[config.mk]
export PLATFORM = sky130hd
export DESIGN_NAME = issue_scoreboard
export DESIGN_NICKNAME = d
export VERILOG_FILES = /design/src/rtl/issue_scoreboard_pkg.sv /design/src/rtl/issue_scoreboard_pending_counter.sv /design/src/rtl/issue_scoreboard.sv
export SDC_FILE = /design/constraint.sdc
export NUM_CORES = 1
export LEC_CHECK = 0
export CAP_MARGIN = 20
export CORE_MARGIN = 3
export CORE_UTILIZATION = 55
export CTS_CLUSTER_SIZE = 25
export DETAILED_ROUTE_END_ITERATION = 8
export GPL_TIMING_DRIVEN = 0
export PLACE_DENSITY = 0.82
export SYNTH_ARGS = -nofsm -noshare
export SYNTH_HDL_FRONTEND = slang
export SYNTH_SLANG_ARGS = --single-unit
[constraint.sdc]
create_clock -name clk -period 7.7 [get_ports clk]
set_clock_uncertainty 0.1 [all_clocks]
set_input_delay 2.31 -clock clk [delete_from_list [all_inputs] [get_ports clk]]
set_output_delay 2.31 -clock clk [all_outputs]
set_load 0.03 [all_outputs]
[src/rtl/issue_scoreboard_pkg.sv]
// Shared types and constants for the decode-stage issue scoreboard.
package issue_scoreboard_pkg;

  typedef enum logic [1:0] {
    RUN,
    STALL,
    FLUSH
  } sb_state_t;

  localparam int REG_COUNT = 32;
  localparam int REG_ID_W  = 5;

  // One-hot select of a register; x0 is never tracked, so its bit is never set.
  function automatic logic [REG_COUNT-1:0] id_decode(input logic en,
                                                     input logic [REG_ID_W-1:0] id);
    logic [REG_COUNT-1:0] sel;
    sel = '0;
    if (en && id != '0) sel[id] = 1'b1;
    return sel;
  endfunction

endpackage

[src/rtl/issue_scoreboard_pending_counter.sv]
// Per-register count of in-flight writes: one increment and two independent
// decrements per cycle, net sum applied, clamped at zero.
module pending_counter #(
  parameter int CNT_W = 2
) (
  input  logic             clk,
  input  logic             reset_n,
  input  logic             inc,
  input  logic             dec_wb,
  input  logic             dec_kill,
  output logic [CNT_W-1:0] cnt,
  output logic             nonzero
);

  logic [CNT_W:0]   up;
  logic [1:0]       down;
  logic [CNT_W-1:0] cnt_next;

  // NOTE: every intermediate gets a value on every path through this block, so no latch is inferred.
  always_comb begin
    up       = {1'b0, cnt} + {{CNT_W{1'b0}}, inc};
    down     = {1'b0, dec_wb} + {1'b0, dec_kill};
    cnt_next = (up < (CNT_W+1)'(down)) ? '0 : CNT_W'(up - (CNT_W+1)'(down));
  end

  // NOTE: each counter is reset individually; a stale count would raise phantom hazards after reset.
  always_ff @(posedge clk or negedge reset_n) begin
    if (!reset_n) cnt <= '0;
    else          cnt <= cnt_next;
  end

  assign nonzero = (cnt != '0);

endmodule

[src/rtl/issue_scoreboard.sv]
// Decode-stage issue control: RAW/saturation stalls, ID/EX bubbles and a branch-flush window.
// Optional SCOREBOARD_PERF_EN adds stall_cycles and flush_count performance counters.
module issue_scoreboard
  import issue_scoreboard_pkg::*;
#(
  parameter int CNT_W        = 2,
  parameter int FLUSH_CYCLES = 1
) (
  input  logic        clk,
  input  logic        reset_n,
  input  logic        id_valid,
  input  logic [4:0]  id_rs1,
  input  logic [4:0]  id_rs2,
  input  logic [4:0]  id_rd,
  input  logic        id_uses_rs1,
  input  logic        id_uses_rs2,
  input  logic        id_writes_rd,
  input  logic        wb_en,
  input  logic [4:0]  wb_id,
  input  logic        kill_en,
  input  logic [4:0]  kill_id,
  input  logic        flush_req,
  output logic        stall,
  output logic        bubble,
  output logic        issue,
  output logic        flush_active,
  output logic [31:0] busy_mask
`ifdef SCOREBOARD_PERF_EN
  ,
  output logic [31:0] stall_cycles,
  output logic [31:0] flush_count
`endif
);

  localparam logic [CNT_W-1:0] CNT_MAX = '1;
  localparam int FC_W = (FLUSH_CYCLES > 1) ? $clog2(FLUSH_CYCLES) : 1;

  sb_state_t            state, state_next;
  logic [FC_W-1:0]      flush_cnt, flush_cnt_next;
  logic [CNT_W-1:0]     pending [REG_COUNT];
  logic [REG_COUNT-1:0] inc_vec, wb_vec, kill_vec, nonzero;
  logic                 rs1_hazard, rs2_hazard, rd_hazard, hazard;

  assign inc_vec  = id_decode(issue & id_writes_rd, id_rd);
  assign wb_vec   = id_decode(wb_en, wb_id);
  assign kill_vec = id_decode(kill_en, kill_id);

  for (genvar r = 0; r < REG_COUNT; r++) begin : g_reg
    pending_counter #(.CNT_W(CNT_W)) u_cnt (
      .clk      (clk),
      .reset_n  (reset_n),
      .inc      (inc_vec[r]),
      .dec_wb   (wb_vec[r]),
      .dec_kill (kill_vec[r]),
      .cnt      (pending[r]),
      .nonzero  (nonzero[r])
    );
  end

  assign busy_mask = nonzero;

  // A source whose last pending write lands this cycle is read after the register file write.
  assign rs1_hazard = id_uses_rs1 && pending[id_rs1] != '0 &&
                      !(pending[id_rs1] == CNT_W'(1) && wb_en && wb_id == id_rs1);
  assign rs2_hazard = id_uses_rs2 && pending[id_rs2] != '0 &&
                      !(pending[id_rs2] == CNT_W'(1) && wb_en && wb_id == id_rs2);
  assign rd_hazard  = id_writes_rd && id_rd != '0 && pending[id_rd] == CNT_MAX;
  assign hazard     = id_valid && (rs1_hazard || rs2_hazard || rd_hazard);

  always_comb begin
    state_next     = state;
    flush_cnt_next = flush_cnt;
    stall          = 1'b0;
    bubble         = 1'b1;
    issue          = 1'b0;
    flush_active   = 1'b0;
    unique case (state)
      RUN, STALL: begin
        if (hazard) begin
          stall      = 1'b1;
          state_next = STALL;
        end else begin
          issue      = id_valid;
          bubble     = ~id_valid;
          state_next = RUN;
        end
      end
      FLUSH: begin
        flush_active = 1'b1;
        if (flush_cnt == '0) state_next = RUN;
        else                 flush_cnt_next = flush_cnt - 1'b1;
      end
      default: state_next = RUN;
    endcase
    // The redirect owns the PC on a flush, so decode is neither held nor issued.
    if (flush_req) begin
      state_next     = FLUSH;
      flush_cnt_next = FC_W'(FLUSH_CYCLES - 1);
      stall          = 1'b0;
      issue          = 1'b0;
      bubble         = 1'b1;
    end
    if (!reset_n) begin
      stall        = 1'b0;
      issue        = 1'b0;
      bubble       = 1'b1;
      flush_active = 1'b0;
    end
  end

  // NOTE: sequential state uses non-blocking assignments so every flop samples pre-edge values.
  always_ff @(posedge clk or negedge reset_n) begin
    if (!reset_n) begin
      state     <= RUN;
      flush_cnt <= '0;
    end else begin
      state     <= state_next;
      flush_cnt <= flush_cnt_next;
    end
  end

`ifdef SCOREBOARD_PERF_EN
  always_ff @(posedge clk or negedge reset_n) begin
    if (!reset_n) begin
      stall_cycles <= '0;
      flush_count  <= '0;
    end else begin
      if (stall)     stall_cycles <= stall_cycles + 32'd1;
      if (flush_req) flush_count  <= flush_count + 32'd1;
    end
  end
`endif

endmodule

==> results by group, run 1 <==
Timing
  – Worst slew margin: roughly two fifths
  – Minimum hold slack: 498 ps
  – Final count of pins violating max slew: 0
  – Period Utilization, post-route: 98.8%
  – Actual slew at the worst max-slew pin: approximately 920 ps
  – Final Hold Vio Count: 0
  – Setup violations, final: 0
  – Post-layout min period: around 7600 ps
  – Fmax: around 130 MHz

Finish
  – Diode insertion count for antenna repair: 0
  – Share of final-layout standard cells stronger than drive strength 1: about 18%
  – Net count reported at finish: approximately 1100
  – Layout overhead on the synthesized area: 13.6%
  – Layout Cells excl Fill: roughly 1100
  – Util after Layout: roughly 65%

Yosys
  – Area of the mapped netlist: 0.00844 mm²
  – Number of warning messages in the yosys log: 0
  – Average size of a mapped cell: slightly below 10 µm²
  – Sequential share of the synthesized area: between 15 and 20%
  – Largest cells by area after synthesis: dfrtp_1, ha_1, fa_1
  – Leading register cell type out of synthesis: dfrtp_1
  – Flip-flop and latch count after synthesis: 66
  – Number of synthesized flops with an enable pin: 0
  – Number of distinct library cell variants in the gate-level netlist after synthesis: 60
  – Dominant cell by count in the synthesized netlist: nor2_1
  – Post-synthesis cell type with the largest combined area: dfrtp_1
  – Asr flop ratio synth: between 90% and 100%
  – Portion of synthesized cell area occupied by the leading cell type: about a fifth
  – Commonest cells post-synth: nor2_1, ha_1, dfrtp_1, inv_1, mux2i_1
  – Gate count after technology mapping: about 850

Clocking
  – Bufs on Longest Clock Path: 2
  – Clock latency on the worst-skew pair: ~360 ps
  – Root buffer selected by CTS: clkbuf_16
  – CTS clk-pin slew, worst paths: roughly 60 ps
  – CTS buffer count: 9
  – Number of clock sinks seen by CTS: 66
  – TritonCTS clock tree: yes
  – H-tree lvl count: 3

GRT
  – Number of global-route vias before repair: approximately 6800
  – Wire length of the first global-routing pass: between 30000 and 40000 µm
  – Largest net degree at the start of global routing: 70
  – Number of antenna violations at the first check in global routing: 0
  – Total gr overflow: 0
  – All-layer global routing usage: between 20% and 30%

Placement
  – Buffers on Ports: 56
  – Global placement routability congestion: a little over 1
  – # placed instances: 1096
  – Detailed placer's ending HPWL: approximately 17000 µm

Floorplanning
  – Floorplan die width: 130 µm
  – FP Rows: 44
  – Die Y-Extent: approximately 130 µm
  – Initial core utilization: 57.2%
  – Area of the core: around 0.015 mm²
  – Count of boundary I/O pins: 70
  – Area of the die: between 0.015 and 0.02 mm²

Detailed routing
  – DR vias/cell: 6.04
  – Total vias in the final route: around 6700
  – DR pass1 iterations: 5
  – Starting DRC count in detailed routing: around 900
  – Residual DRC count: 0
  – Overall routed net length: 22900 µm
  – Routed WL per cell: slightly above 20 µm
  – Post-detailed-route count of antenna-violating nets: 0

Worst setup path
  – Cell count of the worst reg-to-reg path: 11
  – Category of the worst setup path launch point: input pin
  – Data arrival time of the worst path: between 5000 and 6000 ps
  – Required @ worst endpoint: 5290 ps
  – Endpoint of the lowest-slack register-to-register path: g_reg[3].u_cnt.cnt[1]$_DFF_PN0_
  – Capturing element type of the critical path: output pin
  – Critical R2R Launch: g_reg[14].u_cnt.cnt[1]$_DFF_PN0_
  – Worst setup path class: in -> out
  – Register-to-register setup slack: roughly 3900 ps
  – Maximum fanout count along the critical path: 10

Pwr
  – Switching power summed over all nets: 0.832 mW
  – Maximum vdd ir drop: slightly below 0.2 mV
  – Proportion of power drawn by flip-flops and latches: between 20% and 30%
  – Part of the power in combinational logic: between 50% and 60%
  – P per Cell Area: approximately 220 mW/mm²
  – Switching part of the total power: approximately 40%
  – Lkg Pwr: between 4 and 5 nW
  – Internal cell power: approximately 1.3 mW
  – Fraction of power consumed by the clock network: between 20% and 30%

Worst hold path
  – Cells on Worst Hold Path: 2
  – Worst Hold Class: reg -> reg
  – Hold Path Origin: state[1]$_DFF_PN0_
  – Terminating pin of the worst hold path: state[0]$_DFF_PN0_

Run status
  – Status: complete, no violations

Run
  – Max Cap Violations: 0
==> worst max path at each step <==
stage,startpoint,endpoint,slack [ps],depth (start not counted)
after floorplan,id_rs2[0],issue,680,9
after global placement,reset_n,issue,-1370,4
after detailed placement,id_rs2[1],issue,-330,10
after CTS,id_rs2[1],issue,40,10
after global routing,id_rs2[1],issue,-10,11
final,id_rs2[1],issue,100,11
==> placed cells by master, fill, tap and decap left out, types with 8 or more instances in the layout <==
master and count:
nor2_1 131, ha_1 128, inv_1 66, dfrtp_1 66, mux2i_1 58, clkdlybuf4s50_1 52, buf_4 38, xnor2_1 34
and2_1 32, or2_2 32, fa_1 32, nor4_1 28, nor3b_1 24, mux4_2 24, a21oi_1 16, o22ai_1 15
clkbuf_1 13, nand3b_1 13, nand2_1 12, clkbuf_16 9, nand3_1 8, xor2_1 8, nor4_2 8
==> sequential cells by signal, summed over array words and instances (netlist names) <==
register     cells
g.u_cnt.cnt     64
state            2
==> power by group through the flow <==
stage	Sequential (mW)	Combinational, mW	Clock, mW
2_1_floorplan	0.512	0.779	0
3_3_place_gp	0.564	1.06	0
3_5_place_dp	0.570	1.07	0
4_1_cts	0.565	1.08	0.433
5_1_grt	0.582	1.17	0.451
6_report	0.572	1.08	0.428
==> what timing repair did <==
action	4_1_cts	5_1_grt
hold buffers	0	0
endpoints found under the setup margin	3	1
resized for setup	6	2
setup buffers	0	2
pin swaps	0	1
==> stage by stage <==
| stage | instance area, µm² | setup WS (ps) | total power [mW] | TNS [ps] |
|---|---|---|---|---|
| 2_1_floorplan | 8440 | 676 | 1.29 | 0 |
| 3_3_place_gp | 9240 | -1370 | 1.62 | -22630 |
| 3_5_place_dp | 9260 | -328 | 1.64 | -367 |
| 4_1_cts | 9560 | 42.1 | 2.07 | 0 |
| 5_1_grt | 9580 | -10.2 | 2.21 | -10.2 |
| 6_report | 9580 | 95.3 | 2.08 | 0 |
==> logic make-up after synthesis <==
| family | synth area share, % |
|---|---|
| flops | 19.6 |
| mux | 14.9 |
| fa+ha+maj | 26.6 |
| buf+inv | 9.45 |
| other cells | 0.0444 |
| xor+xnor | 4.36 |
| compound gates | 4.81 |
| simple gates | 20.3 |
==> per-layer routing <==
layer / routed length [µm] / global-route usage (%) / vias up / share of wire, %
li1: - / - / 3064 / -
met1: 9660 / 39.6 / 3226 / 42
met2: 10100 / 43.9 / 380 / 44
met3: 2420 / 7.49 / 64 / 11
met4: 726 / 10.1 / 0 / 3.2
met5: 0 / 0 / - / 0
==> cell type report <==
cell class | instances | area [µm²]
buffer | 67 | 553
clock buffer | 14 | 264
clock inverter | 2 | 35.0
fill | 1174 | 5170
inverter | 66 | 248
multi-input combinational | 656 | 6000
sequential | 66 | 1650
tap | 184 | 230
timing repair buffer | 59 | 599
==> worst max-delay path, cell delays in order <==
cell and delay, ps:
clkdlybuf4s50_1 560, buf_6 230, mux4_2 530, mux2i_2 240, a311oi_1 130, o211ai_1 120, buf_4 170, o211ai_4 150
buf_6 220, nor3b_1 190, clkdlybuf4s15_2 330
Note: power is estimated with default switching activity, not from simulation.
==> run 2, diff against run 1 <==
Settings changed: REMOVE_ABC_BUFFERS set to 1.
==> results by group, run 2 (same netlist as run 1, synthesis figures left out) <==
Finish
  – Multi-input gate area: 0.00600 mm²
  – Area of all sequential standard cells: 0.00165 mm²
  – Most flop-heavy register: g.u_cnt.cnt
  – Layout Cells excl Fill: about 1100
  – Commonest non-fill, non-tap cell in the layout: nor2_1
  – Registers with the most flip-flops: g.u_cnt.cnt (64), state (2)
  – Util after Layout: between 60% and 70%
  – Number of flip-flops under the largest register name: between 60 and 70
  – Share of final-layout standard cells stronger than drive strength 1: between 10% and 20%
  – Layout overhead on the synthesized area: 8.59%
  – Net count reported at finish: 1066
  – Number of inserted filler cells in the final layout: 1196
  – Leading cell types in the layout, fill and taps excluded: nor2_1, ha_1, inv_1, dfrtp_1, mux2i_1
  – Diode insertion count for antenna repair: 0

Clocking
  – TritonCTS clock tree: yes
  – Bufs on Longest Clock Path: 2
  – Number of clock sinks seen by CTS: between 60 and 70
  – Clock latency on the worst-skew pair: 350 ps
  – Post-CTS setup buffers: 0
  – Root buffer selected by CTS: clkbuf_16
  – CTS buffer count: 9
  – H-tree lvl count: 3
  – CTS clk-pin slew, worst paths: approximately 50 ps

Detailed routing
  – DR vias/cell: about 6.2
  – DR pass1 iterations: 7
  – Starting DRC count in detailed routing: 715
  – Overall routed net length: 22400 µm
  – Total vias in the final route: 6624
  – Residual DRC count: 0
  – Routed WL per cell: about 21 µm
  – Post-detailed-route count of antenna-violating nets: 0

Run status
  – Status: complete, no violations

Timing
  – Worst slew margin: 17.2%
  – Minimum hold slack: 481 ps
  – Setup violations, final: 0
  – Fmax: ~130 MHz
  – Period Utilization, post-route: between 90% and 100%
  – Final Hold Vio Count: 0
  – Sum of negative setup slack: 0 ps
  – Actual slew at the worst max-slew pin: ~1200 ps
  – Post-layout min period: 7650 ps
  – Final worst-path setup slack: 52.9 ps
  – Unrepaired setup endpoints after global routing: no
  – Final count of pins violating max slew: 0

Pwr
  – Maximum vdd ir drop: 0.154 mV
  – Lkg Pwr: about 4.4 nW
  – P per Cell Area: about 210 mW/mm²

Worst setup path
  – Register-to-register setup slack: 3870 ps
  – Endpoint of the lowest-slack register-to-register path: g_reg[20].u_cnt.cnt[0]$_DFF_PN0_
  – Worst setup path class: in -> out
  – Critical R2R Launch: g_reg[1].u_cnt.cnt[1]$_DFF_PN0_
  – Required @ worst endpoint: around 5300 ps
  – Capturing element type of the critical path: output pin
  – Category of the worst setup path launch point: input pin
  – Cell count of the worst reg-to-reg path: 11
  – Data arrival time of the worst path: about 5200 ps
  – Maximum fanout count along the critical path: 8

Run
  – Max Cap Violations: 0

Placement
  – # placed instances: roughly 1000
  – Placement Setup Slack: -734 ps
  – Detailed placer's ending HPWL: around 16000 µm
  – Buffers on Ports: 69
  – Global placement routability congestion: about 0.97

Floorplanning
  – Area of the die: 0.0169 mm²
  – Initial core utilization: between 50% and 60%
  – Area of the core: ~0.015 mm²
  – Count of boundary I/O pins: 70
  – Die Y-Extent: 130 µm
  – Floorplan die width: approximately 130 µm
  – FP Rows: 44

Worst hold path
  – Terminating pin of the worst hold path: state[0]$_DFF_PN0_
  – Cells on Worst Hold Path: 2
  – Worst Hold Class: reg -> reg
  – Hold Path Origin: state[1]$_DFF_PN0_

GRT
  – Number of global-route vias before repair: around 6700
  – Number of antenna violations at the first check in global routing: 0
  – Largest net degree at the start of global routing: 70
  – Wire length of the first global-routing pass: 35300 µm
  – Total gr overflow: 0
  – All-layer global routing usage: ~28%
## run 2: changes by cell type in the layout (fill, tap and decap cells not counted), sizes merged, moves of 2 or more
cell	before	now
buf	53	6
bufbuf	2	0
clkbuf	30	14
clkdlybuf4s15	1	4
clkdlybuf4s50	52	54
dlygate4sd2	2	8
## run 2: stage by stage
step | power (mW) | cell area, µm²
2_1_floorplan | 1.14 | 7900
3_3_place_gp | 1.49 | 8820
3_5_place_dp | 1.52 | 8900
4_1_cts | 1.92 | 9170
5_1_grt | 2.03 | 9160
6_report | 1.92 | 9160
## run 2: layer usage
layer  up-vias  GRT usage (%)  routed length, µm
li1       2952              -                  -
met1      3179           35.7               8700
met2       409           41.8               9920
met3        84           8.68               2740
met4         0           13.9               1030
met5         -              0                  0
## run 2: timing repair
action / CTS / global route
hold buffers: 0 / 0
endpoints found under the setup margin: 3 / 1
gates resized for setup: 21 / 2
## run 2: worst max-delay path by stage
stage               from    end  slack [ps]  cells past startpoint
2_1_floorplan  id_rs1[0]  issue         870                      6
3_3_place_gp     reset_n  issue       -1260                      4
3_5_place_dp   id_rs1[0]  issue        -730                      8
4_1_cts         id_rd[4]  issue         120                      8
5_1_grt        id_rs2[2]  issue         0.3                      8
6_report        id_rd[4]  issue          50                      8
## run 2: worst max-delay path, stage by stage
cell and delay [ps]:
clkdlybuf4s50_1 620, or3b_2 630, o22ai_1 280, nor4_1 120, o22a_1 290, or3b_4 440
nor3b_1 150, dlygate4sd2_1 390
## run 2: area by class of cell
cell class / instances / share of cell area (%)
Multi-Input combinational cell: 656 / 65.4
Sequential cell: 66 / 18.0
Timing Repair Buffer: 73 / 8.33
Clock buffer: 13 / 2.84
Inverter: 66 / 2.70
Tap cell: 184 / 2.51
Clock inverter: 2 / 0.137
## run 2: power breakdown
group          total [mW]  internal [mW]  switching, mW
registers           0.569          0.433          0.136
logic               0.958          0.442          0.516
clock network       0.395          0.233          0.162
total                1.92           1.11          0.814
